--- src/rtl/seq_detect_pkg.sv ---
// Shared types and default sizes for the programmable sequence-detect run controller.
// Latency: n/a (types and constants only).
// Backpressure: n/a.
package seq_detect_pkg;

    localparam int PAT_W_DEF = 8;   // pattern length in bits, MSB = oldest bit
    localparam int WIN_W_DEF = 16;  // window-length field / window counter width
    localparam int CNT_W_DEF = 8;   // threshold field / match counter width

    // IDLE: accepts config and start.
    // FILL: primes the shift register, no compare.
    // RUN : compares every valid bit.
    typedef enum logic [1:0] {
        IDLE = 2'd0,
        FILL = 2'd1,
        RUN  = 2'd2
    } state_e;

endpackage

--- src/rtl/seq_detect_ctrl_if.sv ---
// Config port bundle for seq_detect_ctrl: one valid/ready beat carries pattern, mask, window, threshold.
// Latency: n/a (wires only).
// Backpressure: the slave holds cfg_ready low while a run is in progress; the master keeps the beat until accepted.
//
// Signals:
//   cfg_valid    master->slave  config beat valid
//   cfg_ready    slave->master  beat accepted on this edge
//   cfg_pattern  master->slave  pattern to match
//   cfg_mask     master->slave  1 = don't-care bit
//   cfg_window   master->slave  run length in valid bits, 0 = unlimited
//   cfg_thresh   master->slave  stop after this many matches, 0 = never stop on count
interface seq_detect_ctrl_if
    import seq_detect_pkg::*;
#(
    parameter int PAT_W = PAT_W_DEF,
    parameter int WIN_W = WIN_W_DEF,
    parameter int CNT_W = CNT_W_DEF
);

    logic             cfg_valid;
    logic             cfg_ready;
    logic [PAT_W-1:0] cfg_pattern;
    logic [PAT_W-1:0] cfg_mask;
    logic [WIN_W-1:0] cfg_window;
    logic [CNT_W-1:0] cfg_thresh;

    modport master (
        output cfg_valid,
        output cfg_pattern,
        output cfg_mask,
        output cfg_window,
        output cfg_thresh,
        input  cfg_ready
    );

    modport slave (
        input  cfg_valid,
        input  cfg_pattern,
        input  cfg_mask,
        input  cfg_window,
        input  cfg_thresh,
        output cfg_ready
    );

endinterface

--- src/rtl/seq_shift_cmp.sv ---
// PAT_W-bit serial shift register with a masked compare of the value it is about to hold.
// Latency: eq is combinational on the current input bit; the shift takes effect on the clock edge.
// Backpressure: none; shifts only when en is high, clr has priority over en.
//
// Ports:
//   clk, rst_n   clock, asynchronous active-low reset
//   en           shift a in on this edge
//   clr          zero the shift register on this edge
//   a            serial bit (newest lands in bit 0)
//   pattern      compare pattern, MSB = oldest bit
//   mask         1 = don't-care bit
//   eq           shift-register-with-a-shifted-in equals pattern on all unmasked bits
module seq_shift_cmp
    import seq_detect_pkg::*;
#(
    parameter int PAT_W = PAT_W_DEF
) (
    input  logic             clk,
    input  logic             rst_n,
    input  logic             en,
    input  logic             clr,
    input  logic             a,
    input  logic [PAT_W-1:0] pattern,
    input  logic [PAT_W-1:0] mask,
    output logic             eq
);

    logic [PAT_W-1:0] shreg_q;
    logic [PAT_W-1:0] shreg_d;
    logic [PAT_W-1:0] shreg_nxt;

    // Compare against the post-shift value so the match can be registered
    // on the same edge that samples the completing bit.
    assign shreg_nxt = {shreg_q[PAT_W-2:0], a};
    assign eq        = ((shreg_nxt ^ pattern) & ~mask) == '0;

    always_comb begin
        shreg_d = shreg_q;
        if (clr) begin
            shreg_d = '0;
        end else if (en) begin
            shreg_d = shreg_nxt;
        end
    end

    always_ff @(posedge clk or negedge rst_n) begin
        if (!rst_n) begin
            shreg_q <= '0;
        end else begin
            shreg_q <= shreg_d;
        end
    end

endmodule

--- src/rtl/seq_detect_ctrl.sv ---
// Run controller for serial sequence detection: programmable masked pattern, bounded window, match threshold.
// Latency: match/done pulse one cycle after the edge that samples the completing bit.
// Backpressure: cfg_ready is high only in IDLE; the serial stream is never stalled, a_valid=0 simply holds state.
//
// Ports:
//   clk, rst_n   clock, asynchronous active-low reset
//   cfg          config beat (slave side of seq_detect_ctrl_if)
//   start        begin a run (honoured in IDLE only, ignored if abort is also high)
//   abort        end the run at once, no done pulse
//   a, a_valid   serial bit and its qualifier
//   match        1-cycle pulse per detected (overlapping) pattern
//   match_cnt    saturating match count of the current/last run
//   busy         run in progress
//   done         1-cycle pulse at normal run end (threshold or window)
//   hit          level: last run ended on the threshold
module seq_detect_ctrl
    import seq_detect_pkg::*;
#(
    parameter int PAT_W = PAT_W_DEF,
    parameter int WIN_W = WIN_W_DEF,
    parameter int CNT_W = CNT_W_DEF
) (
    input  logic             clk,
    input  logic             rst_n,
    seq_detect_ctrl_if.slave cfg,
    input  logic             start,
    input  logic             abort,
    input  logic             a,
    input  logic             a_valid,
    output logic             match,
    output logic [CNT_W-1:0] match_cnt,
    output logic             busy,
    output logic             done,
    output logic             hit
);

    // Number of bits that must be primed before the first compare.
    localparam logic [WIN_W-1:0] FILL_LEN = WIN_W'(PAT_W - 1);
    localparam logic [CNT_W-1:0] CNT_MAX  = '1;

    state_e           state_q, state_d;
    logic [PAT_W-1:0] pattern_q, pattern_d;
    logic [PAT_W-1:0] mask_q, mask_d;
    logic [WIN_W-1:0] window_q, window_d;
    logic [CNT_W-1:0] thresh_q, thresh_d;
    logic [WIN_W-1:0] win_cnt_q, win_cnt_d;
    logic [CNT_W-1:0] match_cnt_q, match_cnt_d;
    logic             match_q, match_d;
    logic             done_q, done_d;
    logic             hit_q, hit_d;

    logic             sh_en;
    logic             sh_clr;
    logic             eq;

    logic [WIN_W-1:0] bits_seen;
    logic [CNT_W-1:0] cnt_inc;
    logic [CNT_W-1:0] cnt_new;
    logic             thr_reach;
    logic             win_reach;

    seq_shift_cmp #(
        .PAT_W (PAT_W)
    ) u_shift_cmp (
        .clk     (clk),
        .rst_n   (rst_n),
        .en      (sh_en),
        .clr     (sh_clr),
        .a       (a),
        .pattern (pattern_q),
        .mask    (mask_q),
        .eq      (eq)
    );

    // Termination terms for the bit being sampled this cycle. They are
    // only acted on when a valid bit is consumed in FILL/RUN.
    // With an unlimited window the counter is allowed to wrap: it is then
    // never compared against the window and FILL is long over.
    assign bits_seen = win_cnt_q + 1'b1;
    assign cnt_inc   = (match_cnt_q == CNT_MAX) ? match_cnt_q : match_cnt_q + 1'b1;
    assign cnt_new   = eq ? cnt_inc : match_cnt_q;
    assign thr_reach = (thresh_q != '0) && (cnt_new == thresh_q);
    assign win_reach = (window_q != '0) && (bits_seen == window_q);

    always_comb begin
        state_d     = state_q;
        pattern_d   = pattern_q;
        mask_d      = mask_q;
        window_d    = window_q;
        thresh_d    = thresh_q;
        win_cnt_d   = win_cnt_q;
        match_cnt_d = match_cnt_q;
        match_d     = 1'b0;
        done_d      = 1'b0;
        hit_d       = hit_q;
        sh_en       = 1'b0;
        sh_clr      = 1'b0;

        unique case (state_q)
            IDLE: begin
                // A beat accepted alongside start is the config that run uses.
                if (cfg.cfg_valid) begin
                    pattern_d = cfg.cfg_pattern;
                    mask_d    = cfg.cfg_mask;
                    window_d  = cfg.cfg_window;
                    thresh_d  = cfg.cfg_thresh;
                end
                if (start && !abort) begin
                    state_d     = FILL;
                    win_cnt_d   = '0;
                    match_cnt_d = '0;
                    hit_d       = 1'b0;
                    sh_clr      = 1'b1;
                end
            end

            FILL: begin
                if (abort) begin
                    state_d = IDLE;
                end else if (a_valid) begin
                    sh_en     = 1'b1;
                    win_cnt_d = bits_seen;
                    // A window shorter than the pattern ends here with no compare.
                    if (win_reach) begin
                        state_d = IDLE;
                        done_d  = 1'b1;
                        hit_d   = 1'b0;
                    end else if (bits_seen == FILL_LEN) begin
                        state_d = RUN;
                    end
                end
            end

            RUN: begin
                if (abort) begin
                    state_d = IDLE;
                end else if (a_valid) begin
                    sh_en       = 1'b1;
                    win_cnt_d   = bits_seen;
                    match_d     = eq;
                    match_cnt_d = cnt_new;
                    if (thr_reach || win_reach) begin
                        state_d = IDLE;
                        done_d  = 1'b1;
                        hit_d   = thr_reach;
                    end
                end
            end

            default: begin
                state_d = IDLE;
            end
        endcase
    end

    always_ff @(posedge clk or negedge rst_n) begin
        if (!rst_n) begin
            state_q     <= IDLE;
            pattern_q   <= '0;
            mask_q      <= '0;
            window_q    <= '0;
            thresh_q    <= '0;
            win_cnt_q   <= '0;
            match_cnt_q <= '0;
            match_q     <= 1'b0;
            done_q      <= 1'b0;
            hit_q       <= 1'b0;
        end else begin
            state_q     <= state_d;
            pattern_q   <= pattern_d;
            mask_q      <= mask_d;
            window_q    <= window_d;
            thresh_q    <= thresh_d;
            win_cnt_q   <= win_cnt_d;
            match_cnt_q <= match_cnt_d;
            match_q     <= match_d;
            done_q      <= done_d;
            hit_q       <= hit_d;
        end
    end

    assign cfg.cfg_ready = (state_q == IDLE);
    assign busy          = (state_q != IDLE);
    assign match         = match_q;
    assign match_cnt     = match_cnt_q;
    assign done          = done_q;
    assign hit           = hit_q;

endmodule

--- src/flat_wrapper.sv ---
// flat-port wrapper written by rule: the top's interface ports become plain ports
module seq_detect_ctrl_flat import seq_detect_pkg::*;
#(
    parameter int PAT_W = PAT_W_DEF,
    parameter int WIN_W = WIN_W_DEF,
    parameter int CNT_W = CNT_W_DEF
)
  (clk, rst_n, start, abort, a, a_valid, match, match_cnt, busy, done, hit, cfg_cfg_valid, cfg_cfg_pattern, cfg_cfg_mask, cfg_cfg_window, cfg_cfg_thresh, cfg_cfg_ready);
  seq_detect_ctrl_if #(.PAT_W(PAT_W), .WIN_W(WIN_W), .CNT_W(CNT_W)) cfg_i ();
  input  logic clk;
  input  logic rst_n;
  input  logic start;
  input  logic abort;
  input  logic a;
  input  logic a_valid;
  output logic match;
  output logic [CNT_W-1:0] match_cnt;
  output logic busy;
  output logic done;
  output logic hit;
  input wire logic [$bits(cfg_i.cfg_valid)-1:0] cfg_cfg_valid;
  input wire logic [$bits(cfg_i.cfg_pattern)-1:0] cfg_cfg_pattern;
  input wire logic [$bits(cfg_i.cfg_mask)-1:0] cfg_cfg_mask;
  input wire logic [$bits(cfg_i.cfg_window)-1:0] cfg_cfg_window;
  input wire logic [$bits(cfg_i.cfg_thresh)-1:0] cfg_cfg_thresh;
  output wire logic [$bits(cfg_i.cfg_ready)-1:0] cfg_cfg_ready;
  assign cfg_i.cfg_valid = cfg_cfg_valid;
  assign cfg_i.cfg_pattern = cfg_cfg_pattern;
  assign cfg_i.cfg_mask = cfg_cfg_mask;
  assign cfg_i.cfg_window = cfg_cfg_window;
  assign cfg_i.cfg_thresh = cfg_cfg_thresh;
  assign cfg_cfg_ready = cfg_i.cfg_ready;
  seq_detect_ctrl #(.PAT_W(PAT_W), .WIN_W(WIN_W), .CNT_W(CNT_W)) u_core (.clk(clk), .rst_n(rst_n), .cfg(cfg_i), .start(start), .abort(abort), .a(a), .a_valid(a_valid), .match(match), .match_cnt(match_cnt), .busy(busy), .done(done), .hit(hit));
endmodule
--- config.mk ---
export PLATFORM = sky130hd
export DESIGN_NAME = seq_detect_ctrl_flat
export DESIGN_NICKNAME = d
export VERILOG_FILES = /design/src/rtl/seq_detect_pkg.sv /design/src/rtl/seq_detect_ctrl_if.sv /design/src/rtl/seq_shift_cmp.sv /design/src/rtl/seq_detect_ctrl.sv /design/src/flat_wrapper.sv
export SDC_FILE = /design/constraint.sdc
export NUM_CORES = 1
export LEC_CHECK = 0
export ABC_AREA = 1
export CORE_MARGIN = 5
export CORE_UTILIZATION = 47
export DETAILED_ROUTE_END_ITERATION = 8
export GPL_ROUTABILITY_DRIVEN = 0
export PLACE_DENSITY_LB_ADDON = 0.2
export SLEW_MARGIN = 20
export SYNTH_ARGS = -nofsm -noshare
export SYNTH_HDL_FRONTEND = slang
export SYNTH_HIERARCHICAL = 1
export SYNTH_SLANG_ARGS = --single-unit
--- constraint.sdc ---
create_clock -name clk -period 2.3 [get_ports clk]
set_clock_uncertainty 0.05 [all_clocks]
set_input_delay 0.23 -clock clk [delete_from_list [all_inputs] [get_ports clk]]
set_output_delay 0.23 -clock clk [all_outputs]
set_load 0.01 [all_outputs]
==> results of run 1 <==
cells in the final DEF, fill, tap and decap left out, types with 13 or more instances in the layout:
| master | count |
|---|---|
| nor2_1 | 64 |
| nand2_2 | 14 |
| nand4_1 | 13 |
| o22ai_1 | 18 |
| nand2_1 | 139 |
| a21oi_1 | 20 |
| clkdlybuf4s50_1 | 58 |
| mux2_2 | 25 |
| dfrtp_1 | 75 |
| buf_4 | 30 |
| inv_1 | 71 |
| nand3_1 | 54 |
layer usage:
metal	wire [microns]	share of wire (%)	vias up	track usage [%]
li1	-	-	2100	-
met1	5070	46	2010	27.1
met2	5320	48	127	32.1
met3	598	5.4	12	3.90
met4	140	1.3	0	7.48
met5	0	0	-	0
through the flow:
| step | cells | worst slack (ns) | power, mW |
|---|---|---|---|
| after detailed placement | 793 | -0.418 | 4.90 |
| after floorplan | 587 | 0.115 | 4.03 |
| after global placement | 793 | -0.332 | 4.78 |
| final | 817 | -0.0201 | 5.91 |
| after global routing | 817 | -0.212 | 6.40 |
| after CTS | 815 | 0.0103 | 5.91 |
state kept, by name, summed over array words and instances, names as in the netlist:
signal,count
u_core/u_shift_cmp/shreg_q,7
u_core/mask_q,8
u_core/match_cnt,8
u_core/window_q,16
u_core/hit,1
u_core/state_q,2
u_core/win_cnt_q,16
u_core/match,1
u_core/thresh_q,8
u_core/done,1
u_core/pattern_q,8
how the worst max path moves through the flow:
stage,depth (start not counted),end
6_report,18,u_core/done
2_1_floorplan,8,u_core/win_cnt_q[10]
4_1_cts,20,u_core/state_q[0]
5_1_grt,18,u_core/done
3_5_place_dp,20,u_core/state_q[0]
3_3_place_gp,20,u_core/state_q[0]
repair_timing:
item                                    in CTS  in global routing
endpoints found under the hold margin       45                  0
gates cloned                                 1                  0
hold buffers                                 1                  0
pin swaps                                   11                 12
resized for setup                           17                 10
buffers inserted                             4                  2
endpoints found under the setup margin       4                  4
power by group through the flow:
stage,sequential (mW),combinational [mW],clock [mW]
finish,2.29,2.72,0.902
global route,2.36,3.04,0.995
CTS,2.28,2.69,0.930
detailed placement,2.30,2.59,0
global placement,2.28,2.50,0
floorplan,2.18,1.85,0
cell families after synthesis:
logic type | Yosys count | share of synthesized area [%]
flops | 76 | 42.3
simple gates | 322 | 32.7
compound gates | 59 | 7.80
fa+ha+maj | 6 | 1.67
buf+inv | 94 | 7.91
mux | 25 | 6.27
xor+xnor | 5 | 1.28
layout make-up:
type | count | area share, %
clock inverters | 5 | 0.649
multi-input cells | 417 | 40.3
clock buffers | 11 | 2.27
well taps | 129 | 2.79
repair buffers | 95 | 15.6
flip-flops and latches | 76 | 32.9
inverters | 84 | 5.46
==> metrics.yaml, run 1 <==
worstPathRequired_ns: 2.52
crit_path_end_kind: "register"
worstReg2RegStart: "u_core/u_shift_cmp/shreg_q[5]"
async_flop_share_pct: 100
vias: 4249
holdCritPathClass: "in2async"
dpl_cell_area_sq_mm: 0.00545
final-hold-violation-count: 0
first_pass_iters: 4
ys_seq_area_share_pct: 42.3
nFillCells: 846
drv_slew: 0
clkLatencyLatePin_ns: 0.35
initialDrtViolationCount: 198
reg2regPathDepth: 18
yosys_warnings: 6
tritoncts: "done"
synth_area_leaders: "dfrtp_1 (42%), nand2_1 (12%), nand3_1 (6.6%), mux2_2 (6.3%), inv_1 (6.1%)"
pin_count: 60
syn-num-nets: 640
power_frac_clock_pct: 15.3
relSlewSlack_pct: 59.2
yosysTopAreaCell: "dfrtp_1"
grt_first_pass_wirelength_microns: 18800
area_growth_syn_to_layout_pct: 28.6
p_int_mw: 3.45
max-cap-violations: 0
initial_core_util_pct: 48.4
timing.fmax_mhz: 431
crit_top_cell: "nand2_2"
clockBufferDepth: 2
routed_wl_microns: 11100
core-area_sq_mm: 0.00928
switchingPower_mw: 2.46
nets: 736
drc: 0
rsz0062_at_grt: "yes"
grtUsageTotal_pct: 20.1
synth-seq-cells: 76
worstSetupPathType: "reg2reg"
antenna_found_initial: 0
drive_gt1_share_pct: 19.8
cts_buffers: 9
status: "finished, violations left"
avgRoutedWirePerCell_microns: 13.6
htreeDepth: 3
cp.arrival_ns: 2.54
synth_edf_count: 0
setup_ws_ns: -0.0201
setup_viol: 3
fin_crit_sh_pct: 101
synth_cells: 587
switching_share_pct: 41.6
slowest_stage: "dfrtp_1"
grt_start_max_net_pins: 49
crit_chain: "inv_2 -> nand2_1 -> nand3_1 -> nand2_1 -> inv_2 -> nand2_2 -> nor2_4 -> nand2_4 -> nor2_4 -> nand3_2 -> nand2_2 -> nand2_2 -> nand2_2 -> buf_6 -> nand4_1 -> a21oi_1 -> nand4_1 -> a21oi_2"
io_buffers: 59
grt_pass1_vias: 4157
yosysUniqueCellTypes: 32
multi_input_comb_area_sq_mm: 0.00233
register_area_sq_mm: 0.00190
worst_pin_slew_ns: 0.612
design.die.area_sq_mm: 0.0116
r2r_slack_ns: -0.02
p_leak_nw: 2.66
vdd_drop_max_mv: 0.460
fin_area_sq_mm: 0.00578
finalCriticalPeriod_ns: 2.32
overflow: 0
yosysMostFrequentCell: "nand2_1"
seqPwrFrac_pct: 38.7
clock_sinks: 76
crit_family: "simple AND/OR/NAND/NOR gates"
dp_hpwl_microns: 8430
cts_root_buffer: "clkbuf_8"
avgSynthCellArea_sq_um: 7.65
p_per_area_mw_per_mm2: 1020
netlist_area_sq_mm: 0.00449
path_buf_inv: 3
rows: 35
synth_top_area_share_pct: 42.3
routed_via_density: 5.20
die_h_microns: 108
yosys-top-cells-count: "nand2_1 (146), dfrtp_1 (76), inv_1 (73), nor2_1 (67), nand3_1 (59)"
antenna_left: 0
final_util_pct: 62.3
clkTransAtPathRegs_ns: 0.08
fin_hold_ws_ns: 0.384
diodes: 0
startpoint_type: "register"
crit_start: "u_core/u_shift_cmp/shreg_q[5]"
worstPathMaxFanout: 4
combPwrFrac_pct: 46.0
synthFlopType: "dfrtp_1"
tns_ns: -0.0365
timing.rr.end: "u_core/done"
die_w_microns: 108
violations: "negative setup slack"
critical_path.max_stage_delay_ns: 0.41
No activity file was read; power rests on OpenSTA's default activity.
==> inputs of run 2 (changes only) <==
CAP_MARGIN = 30   (was default)
CORE_MARGIN = 2   (was 5)
clock period = 3 ns   (was 2.3 ns; I/O delays follow)
==> metrics.yaml, run 2 (synthesis results as in run 1) <==
clkTransAtPathRegs_ns: 0.08
diodes: 0
startpoint_type: "primary input"
fin_crit_sh_pct: 81.6
antenna_left: 0
io_buffers: 59
reg2regPathDepth: 20
max-cap-violations: 0
cts_resized: 0
clockBufferDepth: 2
crit_chain: "clkdlybuf4s50_1 -> nand2_1 -> nand2_1 -> nor2_1 -> nor2_2 -> nand2_1 -> nor2_1 -> nand2_1 -> nor3_1 -> nand3_1 -> nand2_1 -> nand2_1 -> nand2_1 -> nand2_1 -> nor2_1 -> nand3_1 -> nand4_2 -> nand3_2 -> nand2_1 -> nand2_1"
crit_top_cell: "nand2_1"
tns_ns: 0
htreeDepth: 3
layout_commonest_cell: "nand2_1"
nFillCells: 839
grt_pass1_vias: 3960
dp_hpwl_microns: 7970
avgRoutedWirePerCell_microns: 13.3
tritoncts: "done"
crit_path_end_kind: "register"
timing.fmax_mhz: 408
worstSetupPathType: "in2reg"
core-area_sq_mm: 0.00924
initial_core_util_pct: 48.6
clkLatencyLatePin_ns: 0.36
relSlewSlack_pct: 70.8
rows: 35
p_int_mw: 2.68
switchingPower_mw: 1.81
area_growth_syn_to_layout_pct: 22.7
setup_viol: 0
cts_root_buffer: "clkbuf_8"
fin_total_pwr_mw: 4.48
fin_hold_ws_ns: 0.340
combPwrFrac_pct: 41.5
p_per_area_mw_per_mm2: 814
pin_count: 60
finalCriticalPeriod_ns: 2.45
worstPathMaxFanout: 3
cp.arrival_ns: 2.64
slowest_stage: "clkdlybuf4s50_1"
grtUsageTotal_pct: 22.0
critical_path.max_stage_delay_ns: 0.52
design.die.area_sq_mm: 0.0104
overflow: 0
routed_via_density: 5.20
fin_area_sq_mm: 0.00551
status: "completed"
rsz0062_at_grt: "no"
top_regs: "u_core/win_cnt_q: 16 flops, u_core/window_q: 16 flops"
die_h_microns: 102
switching_share_pct: 40.3
worst_pin_slew_ns: 0.436
dpl_cell_area_sq_mm: 0.00529
initialDrtViolationCount: 286
first_pass_iters: 7
cts_buffers: 9
seqPwrFrac_pct: 39.3
p_leak_nw: 2.52
worstPathRequired_ns: 3.19
drv_slew: 0
vdd_drop_max_mv: 0.491
grt_start_max_net_pins: 56
antenna_found_initial: 0
layout_common_cells: "nand2_1 (145), dfrtp_1 (76), inv_1 (73)"
die_w_microns: 102
drc: 0
power_frac_clock_pct: 19.2
drive_gt1_share_pct: 13.6
final-hold-violation-count: 0
r2r_slack_ns: 0.59
final_util_pct: 59.6
vias: 4110
nets: 709
cts_setup_buffers: 0
clock_sinks: 76
routed_wl_microns: 10500
grt_first_pass_wirelength_microns: 17800
holdCritPathClass: "in2async"
==> run 2: cell types whose count changed in the layout (fill, tap and decap cells not counted), sizes merged <==
| cell | delta |
|---|---|
| buf | -27 |
| bufinv | +2 |
| clkbuf | -1 |
| inv | -1 |
==> run 2: per-layer routing <==
metal | GRT usage, % | vias up | routed length, microns
met1 | 29.8 | 1916 | 4910
met2 | 35.6 | 140 | 4840
met4 | 7.17 | 0 | 148
met5 | 0 | - | 0
li1 | - | 2039 | -
met3 | 4.07 | 15 | 624
==> run 2: power by group through the flow <==
stage / Clock [mW] / Sequential (mW) / Combinational [mW]
after floorplan: 0 / 1.67 / 1.42
after detailed placement: 0 / 1.77 / 1.86
after global routing: 0.929 / 1.82 / 2.11
after CTS: 0.885 / 1.76 / 1.87
after global placement: 0 / 1.76 / 1.79
final: 0.863 / 1.76 / 1.86
==> run 2: final timing paths <==
kind                                        to                          start
max                          u_core/state_q[1]                              a
max in group asynchronous  u_core/match_cnt[3]                          rst_n
min                        u_core/window_q[10]                          rst_n
min in group clk             u_core/state_q[0]              u_core/state_q[0]
max reg2reg                  u_core/state_q[1]  u_core/u_shift_cmp/shreg_q[3]
min reg2reg                  u_core/state_q[0]              u_core/state_q[0]
==> run 2: area by class of cell <==
cell class                      instances  area [sq um]  area share [%]
Clock buffer                           10           128            2.32
Clock inverter                          6          88.8            1.61
Inverter                               84           315            5.72
Multi-Input combinational cell        417          2240            40.6
Sequential cell                        76          1900            34.5
Tap cell                              129           161            2.93
Timing Repair Buffer                   68           678            12.3
==> run 2: per-stage QoR <==
step,setup WS (ns),cells
after CTS,0.571,790
after global routing,0.138,790
after global placement,0.325,772
after floorplan,0.815,587
final,0.551,790
after detailed placement,0.206,773
==> run 2: repair_timing <==
action                                  in CTS  in global routing
hold buffers                                 1                  0
endpoints found under the setup margin       0                  0
endpoints found under the hold margin       21                  0
==> run 2: worst max-delay path, delay by kind of cell <==
kind | cells | cell delay (ns)
buf+inv | 1 | 0.52
simple gates | 19 | 1.82
